<file path="src/rtl/bf_pkg.sv">
// Shared types and widths for the Brainfuck CPU memory-side blocks.
// Requester ids, arbiter states and memory op kinds live here.
package bf_pkg;

    localparam int ADDR_W = 15;
    localparam int DATA_W = 8;

    typedef enum logic {
        IDLE,
        BUSY
    } state_t;

    typedef enum logic {
        REQ_CPU,
        REQ_HOST
    } req_t;

    typedef enum logic {
        OP_RD,
        OP_WR
    } op_t;

endpackage

</file>
<file path="src/rtl/bf_rr_pick2.sv">
// Two-way round-robin pick: a lone pending requester wins,
// on a tie the one that was not served last wins.
module bf_rr_pick2
    import bf_pkg::*;
(
    input  logic [1:0] pend,
    input  req_t       last,
    output req_t       gnt,
    output logic       gnt_v
);

    always_comb begin
        gnt   = REQ_CPU;
        gnt_v = |pend;
        unique case (pend)
            2'b01:   gnt = REQ_CPU;
            2'b10:   gnt = REQ_HOST;
            2'b11:   gnt = (last == REQ_CPU) ? REQ_HOST : REQ_CPU;
            default: gnt = REQ_CPU;
        endcase
    end

endmodule

</file>
<file path="src/rtl/bf_dmem_arbiter.sv">
// Shares the single DMEMC between the CPU data port and the host port,
// one whole transaction per grant, with a response-timeout abort.
module bf_dmem_arbiter #(
    parameter int TIMEOUT = 255,
    parameter int ADDR_W  = bf_pkg::ADDR_W,
    parameter int DATA_W  = bf_pkg::DATA_W
) (
    input  logic              clk,
    input  logic              reset,
    input  logic              cpu_rd,
    input  logic              cpu_wr,
    input  logic [ADDR_W-1:0] cpu_addr,
    input  logic [DATA_W-1:0] cpu_wdata,
    output logic [DATA_W-1:0] cpu_rdata,
    output logic              cpu_rf,
    output logic              cpu_wf,
    output logic              cpu_err,
    input  logic              host_rd,
    input  logic              host_wr,
    input  logic [ADDR_W-1:0] host_addr,
    input  logic [DATA_W-1:0] host_wdata,
    output logic [DATA_W-1:0] host_rdata,
    output logic              host_rf,
    output logic              host_wf,
    output logic              host_err,
    output logic              mem_rd,
    output logic              mem_wr,
    output logic [ADDR_W-1:0] mem_addr,
    output logic [DATA_W-1:0] mem_wdata,
    input  logic [DATA_W-1:0] mem_rdata,
    input  logic              mem_rf,
    input  logic              mem_wf
);
    import bf_pkg::*;

    state_t      state;
    req_t        owner;
    req_t        last;
    req_t        gnt;
    op_t         op;
    logic [7:0]  tmo;
    logic        gnt_v;
    logic        done;
    logic        expired;

    bf_rr_pick2 u_pick (
        .pend  ({host_rd | host_wr, cpu_rd | cpu_wr}),
        .last  (last),
        .gnt   (gnt),
        .gnt_v (gnt_v)
    );

    // Only the completion kind matching the issued op ends a transaction.
    always_comb begin
        done    = (op == OP_RD) ? mem_rf : mem_wf;
        expired = (tmo == 8'(TIMEOUT - 1));
    end

    always_ff @(posedge clk) begin
        if (reset) begin
            state      <= IDLE;
            owner      <= REQ_CPU;
            last       <= REQ_HOST;
            op         <= OP_RD;
            tmo        <= '0;
            mem_rd     <= 1'b0;
            mem_wr     <= 1'b0;
            mem_addr   <= '0;
            mem_wdata  <= '0;
            cpu_rdata  <= '0;
            cpu_rf     <= 1'b0;
            cpu_wf     <= 1'b0;
            cpu_err    <= 1'b0;
            host_rdata <= '0;
            host_rf    <= 1'b0;
            host_wf    <= 1'b0;
            host_err   <= 1'b0;
        end else begin
            cpu_rf   <= 1'b0;
            cpu_wf   <= 1'b0;
            cpu_err  <= 1'b0;
            host_rf  <= 1'b0;
            host_wf  <= 1'b0;
            host_err <= 1'b0;
            unique case (state)
                IDLE: begin
                    if (gnt_v) begin
                        state <= BUSY;
                        owner <= gnt;
                        last  <= gnt;
                        tmo   <= '0;
                        if (gnt == REQ_CPU) begin
                            op        <= cpu_wr ? OP_WR : OP_RD;
                            mem_rd    <= ~cpu_wr;
                            mem_wr    <= cpu_wr;
                            mem_addr  <= cpu_addr;
                            mem_wdata <= cpu_wdata;
                        end else begin
                            op        <= host_wr ? OP_WR : OP_RD;
                            mem_rd    <= ~host_wr;
                            mem_wr    <= host_wr;
                            mem_addr  <= host_addr;
                            mem_wdata <= host_wdata;
                        end
                    end
                end
                BUSY: begin
                    // Completion beats a same-cycle timeout.
                    if (done || expired) begin
                        state  <= IDLE;
                        mem_rd <= 1'b0;
                        mem_wr <= 1'b0;
                        if (owner == REQ_CPU) begin
                            cpu_rf  <= (op == OP_RD);
                            cpu_wf  <= (op == OP_WR);
                            cpu_err <= ~done;
                            if (op == OP_RD)
                                cpu_rdata <= done ? mem_rdata : '0;
                        end else begin
                            host_rf  <= (op == OP_RD);
                            host_wf  <= (op == OP_WR);
                            host_err <= ~done;
                            if (op == OP_RD)
                                host_rdata <= done ? mem_rdata : '0;
                        end
                    end else begin
                        tmo <= tmo + 8'd1;
                    end
                end
                default: state <= IDLE;
            endcase
        end
    end

endmodule

</file>
<file path="config.mk">
export PLATFORM = sky130hd
export DESIGN_NAME = bf_dmem_arbiter
export DESIGN_NICKNAME = d
export VERILOG_FILES = /design/src/rtl/bf_pkg.sv /design/src/rtl/bf_rr_pick2.sv /design/src/rtl/bf_dmem_arbiter.sv
export SDC_FILE = /design/constraint.sdc
export NUM_CORES = 1
export LEC_CHECK = 0
export ABC_AREA = 1
export CELL_PAD_IN_SITES_DETAIL_PLACEMENT = 1
export CELL_PAD_IN_SITES_GLOBAL_PLACEMENT = 1
export CORE_UTILIZATION = 27
export CTS_CLUSTER_SIZE = 20
export DETAILED_ROUTE_END_ITERATION = 12
export PLACE_DENSITY = 0.82
export REMOVE_ABC_BUFFERS = 1
export SYNTH_ARGS = -nofsm -noshare
export SYNTH_HDL_FRONTEND = slang
export SYNTH_HIERARCHICAL = 1
export SYNTH_SLANG_ARGS = --single-unit
export TNS_END_PERCENT = 20
</file>
<file path="constraint.sdc">
create_clock -name clk -period 1.6 [get_ports clk]
set_clock_uncertainty 0.1 [all_clocks]
set_input_delay 0.32 -clock clk [delete_from_list [all_inputs] [get_ports clk]]
set_output_delay 0.32 -clock clk [all_outputs]
set_load 0.01 [all_outputs]
</file>
## Word-level counts from Yosys, hierarchy flattened

Cells that the tools add are included.

- Bits in registers: 59
- Latch bits: 0
- Memory bits (writable): 0
- Memory bits (read-only): 0
- Word-level logic and storage cells: 64
- Memories kept: 0

- Add/sub/neg operators: 1
- Multipliers: 0
- Div/mod/pow operators: 0
- $lt $le $gt $ge: 0
- Equality and inequality tests: 6
- Shift-type cells: 0
- Mux-type cells: 22
- Bitwise gates (word level): 9
- Reductions and logical operators: 9

Operators with widths:

| operator | count |
|---|---|
| $mux W8 | 4 |
| $pmux W8 S2 | 1 |
| $mux W15 | 1 |
| $mux W1 | 12 |
| $add A8 B1 Y8 const B | 1 |
| $eq A8 B8 Y1 const B | 1 |
| $pmux W1 S2 | 4 |
| $reduce_and A4 Y1 | 2 |
| $reduce_or A4 Y1 | 2 |
| $not A1 Y1 | 7 |
| $reduce_and A2 Y1 | 3 |
| $eq A2 B2 Y1 const B | 2 |
| $ne A2 B2 Y1 const B | 2 |
| $ne A2 B1 Y1 const B | 1 |
| $or A1 B1 Y1 | 2 |
| $reduce_or A2 Y1 | 1 |
| $logic_or A1 B1 Y1 | 1 |

## Logic depth before layout (Yosys ltp)

Gate-level depths: netlist of the first run.

- Depth in word-level cells: 6
- Gate-level depth with buffers: 11

## Cells and area by module

Netlist of the first run, hierarchy kept.

Modules (own cells, without submodules):

| module | times used | cells each | area each (um^2) | sequential area each (um^2) |
|---|---|---|---|---|
| bf_dmem_arbiter | 1 | 385 | 2751.4 | 1181.1 |
| bf_rr_pick2 | 1 | 3 | 15.0 | 0.0 |

## Worst setup path before layout of the first run

Ideal clock, no wire load.

- Kind: input to register
- Start: input host_wr
- End: register tmo[1]
- Arrival: 1.564 ns
- Data required time: 1.430 ns
- Path slack: -0.134 ns
- Stages: 8
- Buffers on the path: 1
- Cell sequence: or2_2 > or2_1 > inv_1 > nor2_1 > inv_2 > clkbuf_1 > nand3_1 > a21oi_1

- Longest elaborated chain between the ends: 4

RTL lines:

| what | line | text |
|---|---|---|
| start, declared | bf_dmem_arbiter.sv:19 | `input logic host_wr,` |
| $or A1 B1 Y1 | bf_dmem_arbiter.sv:47 | `.pend ({host_rd \| host_wr, cpu_rd \| cpu_wr}),` |
| $reduce_or A2 Y1 | bf_rr_pick2.sv:14 | `gnt_v = \|pend;` |
| via gnt_v | bf_dmem_arbiter.sv:42 | `logic gnt_v;` |
| $ne A2 B2 Y1 (no source line) | -- |  |
| $reduce_and A2 Y1 (no source line) | -- |  |
| end signal, assigned | bf_dmem_arbiter.sv:127 | `tmo <= tmo + 8'd1;` |
| end, declared | bf_dmem_arbiter.sv:41 | `logic [7:0] tmo;` |

The timed path passes the listed nets, and every way through them passes these cells.
A chain may end at the register's enable or synchronous reset.

## Worst setup path in the final report of the first run

- Start: register tmo[0]
- End: register cpu_rdata[1]

- Longest elaborated chain between the ends: 3

RTL lines:

| what | line | text |
|---|---|---|
| $eq A8 B8 Y1 | bf_dmem_arbiter.sv:56 | `expired = (tmo == 8'(TIMEOUT - 1));` |
| $logic_or A1 B1 Y1 | bf_dmem_arbiter.sv:109 | `if (done \|\| expired) begin` |
| $reduce_and A4 Y1 (no source line) | -- |  |
| end signal, assigned | bf_dmem_arbiter.sv:118 | `cpu_rdata <= done ? mem_rdata : '0;` |
| end, declared | bf_dmem_arbiter.sv:14 | `output logic [DATA_W-1:0] cpu_rdata,` |

No other way between the ends.

==> metrics, run 1 <==
status=finished clean; max cap viols=0; EDFF count, synth=0; Fin. Hold Viols=0; Crit path max-delay family=simple AND/OR/NAND/NOR gates; CP Max Fanout=7; sequential share of the synthesized area=between 40% and 50%; pin count of the biggest net entering global routing=36; Post-Route WL=10.5 mm; Hold Buf Count CTS=0; Final nets=591; Avg Inst Size Synth=7.13 um^2; worst vdd ir=between 400 and 500 uV; most common cell after layout, fill and taps aside=nand2_1; Slowest cell on crit path=dfxtp_2; TritonRoute pass-1 iters=4; hold depth=2; Area Growth Syn to Fin=67.9%; Min-Delay Path Class=flip-flop to flip-flop; Post-synth ARST share=0%; Synth top area share=42.7%; actual slew at the worst max-slew pin=0.299 ns; Vias=roughly 3.2k; Port Buffers=108; ANT cells=0; #FFs+latches synth=between 50 and 60; IO Pins=around 110; worst relative slew slack=between 80 and 90%; htree depth=3; via/cell ratio=4.86; PwrDens=about 900 nW/um^2; Finished Cell Area=roughly 4600 um^2; post-synthesis cell count=about 390; Clk Latency, worst-skew pair=about 0.35 ns; clk slew on worst S/H paths=roughly 0.07 ns; static leakage=between 2 and 2.5 nW; CP Buf/Inv Count=3; Synth area leaders=dfxtp_1, nand2_1, a21oi_1; Max Slew Vio Count=0; largest stage delay on the critical path=0.33 ns; Vert. Die Dim=between 100 and 150 um; core box area=approximately 9900 um^2; initial core utilization=28.0%; fin crit share=about 99%; DP Wirelength=between 7 and 8 mm; Tmin final=1.59 ns; Stages on worst setup path=11; RSZ-0062 raised after global routing=yes; Setup violations, final=0; Power Total=~4 mW; Synth cell types=25; most frequent cells in the layout=nand2_1, dfxtp_1, clkdlybuf4s50_1; die width=around 100 um; wire per inst=~16 um; CP Cell Sequence=inv_2 > ha_4 > nand2_2 > nor2_2 > nand2_2 > nand2_4 > buf_12 > clkbuf_16 > nand4_1 > nand2_1 > nor2_2; DR DRC count=0; share of cells above drive strength 1=24.2%; area leader, netlist=dfxtp_1; vias in the first global route=between 3k and 4k; Longest Clk Path Bufs=2; total CTS buffers=9; grt ovf=0; Rows=36; first-pass GRT wire length=between 15 and 20 mm; 1st-iter DRT viols=89; FF-to-FF path depth=11; Overall Global Routing Usage=a little under a fifth; Required @ worst endpoint=1.75 ns; Critical Path AT=between 1.5 and 2 ns; Setup crit end kind=flip-flop; fmax=between 600 and 700 MHz; CTS tree=yes; die area=between 10000 and 15000 um^2; Synthesis Warnings=6; Clock Root Buffer=clkbuf_8; DRT antenna net count=0; GP Congestion=0.848; mapped cell area=2770 um^2; Primary FF master, synth=dfxtp_1; CP startpoint kind=flip-flop; WS Path Type=flip-flop to flip-flop; TritonCTS Sinks=59; total placed instance area=4190 um^2; # fillers=~1.2k; Final Util=47.1%; initial antenna violation count=0
## through the flow
step | setup TNS [ns] | hold WS [ns] | std cells | worst slack, ns
3_3_place_gp | -19.47 | 0.358 | 641 | -0.492
5_1_grt | -0.915 | 0.395 | 665 | -0.0635
4_1_cts | 0 | 0.384 | 660 | 0.00173
6_report | 0 | 0.379 | 665 | 0.0148
2_1_floorplan | -33.60 | 0.289 | 367 | -1.24
3_5_place_dp | -22.45 | 0.374 | 641 | -0.572
## power breakdown
| group | internal, mW | total (mW) | switching [mW] |
|---|---|---|---|
| registers | 1.59 | 1.65 | 0.0653 |
| clock network | 0.641 | 1.27 | 0.633 |
| logic | 0.548 | 1.15 | 0.607 |
| total | 2.77 | 4.08 | 1.30 |
## metal layers
layer  up-vias  part of all wire [%]  global-route usage [%]
li1       1529                     -                       -
met1      1582                    41                    21.2
met2        98                    52                    34.2
met3        25                   4.8                    3.97
met4         0                   2.5                    9.21
met5         -                     0                       0
## what timing repair did
item | CTS | global route
gates cloned | 3 | 1
endpoints found under the setup margin | 84 | 56
pin swaps | 2 | 22
resized for setup | 70 | 53
buffers inserted | 0 | 4
## cells by family after synthesis
family	Yosys count	share of synthesized area (%)
XOR/XNOR	2	0.633
buffers and inverters	70	10.7
adder cells (fa/ha/maj)	2	0.904
AO/OA/AOI/OAI	86	15.6
AND/OR/NAND/NOR	169	29.5
flip-flops	59	42.7
## sequential cells by signal, indices dropped and copies added, names as in the netlist
register    cells
op              1
host_rdata      8
mem_addr       15
owner           1
cpu_wf          1
cpu_rf          1
mem_wr          1
tmo             8
cpu_rdata       8
host_err        1
mem_wdata       8
mem_rd          1
host_rf         1
host_wf         1
last            1
state           1
cpu_err         1
## cells in the mapped netlist (2+ instances only)
cell / n
clkbuf_1: 13
or2_2: 2
nor2_2: 12
nand2_4: 2
buf_2: 3
nand4_1: 16
or2_1: 2
a21oi_1: 60
inv_1: 48
nand2_1: 87
buf_6: 4
xnor2_1: 2
ha_1: 2
nor2_1: 20
dfxtp_1: 59
nand3_1: 22
o21ai_0: 26
## worst min-delay path: stages (launching register included)
cell	delay [ns]
dfxtp_1	0.31
nand2_1	0.08
a21oi_2	0.05
## worst paths after layout
| kind | startpoint | to | slack, ns |
|---|---|---|---|
| worst max-delay path | tmo[0] | cpu_rdata[1] | 0.01 |
| worst min-delay path | mem_rd | mem_rd | 0.38 |
| worst max register to register | tmo[0] | cpu_rdata[1] | 0.01 |
| worst min register to register | mem_rd | mem_rd | 0.38 |
## area by class of cell
class                           instances  area, um^2  share of cell area (%)
Clock inverter                          4        25.0                   0.539
Clock buffer                           12         155                    3.34
Sequential cell                        59        1180                    25.5
Multi-Input combinational cell        259        1480                    31.8
Timing Repair Buffer                  149        1450                    31.2
Inverter                               49         189                    4.07
Tap cell                              133         166                    3.58
Power figures use the tool's default switching activity.
==> inputs of run 2 (changes only) <==
--- a/config.mk
+++ b/config.mk
@@ -9,10 +9,8 @@
 export CELL_PAD_IN_SITES_DETAIL_PLACEMENT = 1
 export CELL_PAD_IN_SITES_GLOBAL_PLACEMENT = 1
 export CORE_UTILIZATION = 27
-export CTS_CLUSTER_SIZE = 20
 export DETAILED_ROUTE_END_ITERATION = 12
 export PLACE_DENSITY = 0.82
-export REMOVE_ABC_BUFFERS = 1
 export SYNTH_ARGS = -nofsm -noshare
 export SYNTH_HDL_FRONTEND = slang
 export SYNTH_HIERARCHICAL = 1
==> run 2 against run 1 <==
Effect of this change: the run now ends with negative setup slack left; maximum frequency decreased by 2.5%; sequential cell count unchanged; non-clock buffer count increased by 2; via count decreased by 2.0%; first-iteration DRC count decreased by 12%; power increased by 3.7%; sequential power about the same; final cell count increased by 0.30%; highest routed layer unchanged.
==> metrics, run 2 (same netlist as run 1, synthesis figures left out) <==
TritonRoute pass-1 iters=4 (unchanged); Post-Route WL=10.4 mm (-0.89%); CTS tree=yes; Longest Clk Path Bufs=2 (unchanged); via/cell ratio=4.75 (-2.3%); DP Wirelength=6.88 mm (-4.0%); htree depth=3 (unchanged); PwrDens=910 nW/um^2 (+3.7%); Vert. Die Dim=103 um (unchanged); Critical Path AT=1.81 ns (+0.08 ns); Rows=36 (unchanged); CP Max Fanout=4 (-3); most common cell after layout, fill and taps aside=nand2_1; clk slew on worst S/H paths=0.08 ns (about the same); 1st-iter DRT viols=78 (-12%); initial antenna violation count=0 (unchanged); pin count of the biggest net entering global routing=27 (-25%); TritonCTS Sinks=59 (unchanged); initial core utilization=28.0% (unchanged); failing checks=negative setup slack; wire per inst=15.6 um (-1.2%); Clk Latency, worst-skew pair=0.35 ns (about the same); DRT antenna net count=0 (unchanged); core box area=9860 um^2 (unchanged); total CTS buffers=9 (unchanged); IO Pins=109 (unchanged); most frequent cells in the layout=nand2_1, dfxtp_1, clkdlybuf4s50_1; Port Buffers=108 (unchanged); Required @ worst endpoint=1.79 ns (+0.04 ns); Mapped Nets=around 450; static leakage=2.10 nW (+0.29%); first-pass GRT wire length=16.3 mm (+6.3%); Reg with most FFs=mem_addr; Vias=3170 (-2.0%); worst relative slew slack=81.5% (+1.5 points); actual slew at the worst max-slew pin=0.277 ns (-0.0218 ns); Final nets=593 (+0.34%); FF-to-FF path depth=11 (unchanged); worst vdd ir=440 uV (+8.7%); hold depth=2 (unchanged); max cap viols=0 (unchanged); vias in the first global route=3390 (+3.8%); Area Growth Syn to Fin=68.1% (about the same); CP startpoint kind=input pin; Clock Root Buffer=clkbuf_8; Overall Global Routing Usage=20.2% (+1.3 points); status=finished with violations; grt ovf=0 (unchanged); fin crit share=102% (+2.6 points); max reg flops=15 (unchanged); Max Slew Vio Count=0 (unchanged); Setup violations, final=5 (+5); GP Congestion=0.878 (+3.5%); DR DRC count=0 (unchanged); final worst slack=-0.0261 ns (-0.0409 ns); Power Total=4.23 mW (+3.7%); Tmin final=1.63 ns (+0.0409 ns); die width=103 um (unchanged); share of cells above drive strength 1=22.7% (-1.6 points); die area=10700 um^2 (unchanged); RSZ-0062 raised after global routing=yes; WS Path Type=input pin to flip-flop; Min-Delay Path Class=flip-flop to flip-flop; Setup crit end kind=flip-flop; ANT cells=0 (unchanged); Fin. Hold Viols=0 (unchanged); dpl ws=-0.529 ns (+0.0426 ns); fmax=615 MHz (-2.5%)
==> run 2: cell count changes in the layout (fill, tap and decap cells not counted), moves of 3 or more <==
| cell | before | now |
|---|---|---|
| a21oi_1 | 36 | 51 |
| a21oi_2 | 23 | 8 |
| nand2_1 | 80 | 76 |
| nand2_2 | 8 | 12 |
| dlymetal6s2s_1 | 3 | 0 |
| inv_2 | 5 | 8 |
==> run 2: power breakdown <==
group	internal [mW]	switching, mW
combinational	0.576	0.580
sequential	1.58	0.0668
clock	0.761	0.663
==> run 2: final cells by class <==
| cell class | instances | area, um^2 |
|---|---|---|
| Clock buffer | 10 | 138 |
| Clock inverter | 6 | 63.8 |
| Fill cell | 1223 | 5220 |
| Inverter | 49 | 184 |
| Multi-Input combinational cell | 259 | 1420 |
| Sequential cell | 59 | 1180 |
| Tap cell | 133 | 166 |
| Timing Repair Buffer | 151 | 1490 |
==> run 2: final timing paths <==
kind	startpoint	end	slack, ns
hold / removal	mem_rd	mem_rd	0.40
setup / recovery	host_rd	tmo[3]	-0.03
setup reg to reg	tmo[0]	host_rdata[2]	0.03
hold reg to reg	mem_rd	mem_rd	0.40
==> run 2: what timing repair did <==
item | in CTS | in global routing
setup endpoints to repair | 91 | 56
pin swaps | 4 | 24
cloned | 3 | 0
setup buffers | 5 | 4
gates resized for setup | 63 | 41
hold buffers | 0 | 0
==> run 2: metrics by stage <==
stage | util [%] | std cells | hold WS (ns) | cell area, um^2 | setup TNS (ns)
2_1_floorplan | - | 388 | 0.329 | 2780 | -0.0143
3_3_place_gp | 42.5 | 639 | 0.365 | 4190 | -19.86
3_5_place_dp | 42.5 | 639 | 0.377 | 4190 | -23.52
4_1_cts | 45.6 | 663 | 0.386 | 4500 | -0.00778
5_1_grt | 47.1 | 667 | 0.417 | 4650 | -1.72
6_report | 47.1 | 667 | 0.401 | 4650 | -0.0589
==> run 2: metal layers <==
| metal | GRT usage, % | routed length (um) | up-vias |
|---|---|---|---|
| met5 | 0 | 0 | - |
| met4 | 9.43 | 185 | 0 |
| met3 | 5.71 | 747 | 16 |
| met2 | 36.9 | 5400 | 114 |
| met1 | 21.5 | 4050 | 1505 |
| li1 | - | - | 1535 |
==> run 2: worst max-delay path: stages <==
cell	delay [ns]
dlygate4sd2_1	0.23
or2_4	0.25
or2_1	0.23
inv_2	0.06
nor2_2	0.05
inv_2	0.09
buf_12	0.11
bufbuf_16	0.25
nand3_1	0.09
a21oi_1	0.14
==> inputs of run 3 (changes only) <==
--- a/config.mk
+++ b/config.mk
@@ -6,6 +6,7 @@
 export NUM_CORES = 1
 export LEC_CHECK = 0
 export ABC_AREA = 1
+export ABC_CLOCK_PERIOD_IN_PS = 1600
 export CELL_PAD_IN_SITES_DETAIL_PLACEMENT = 1
 export CELL_PAD_IN_SITES_GLOBAL_PLACEMENT = 1
 export CORE_UTILIZATION = 27
==> results of run 3 <==
Final layout, timing and power as in run 2 (identical DEF).
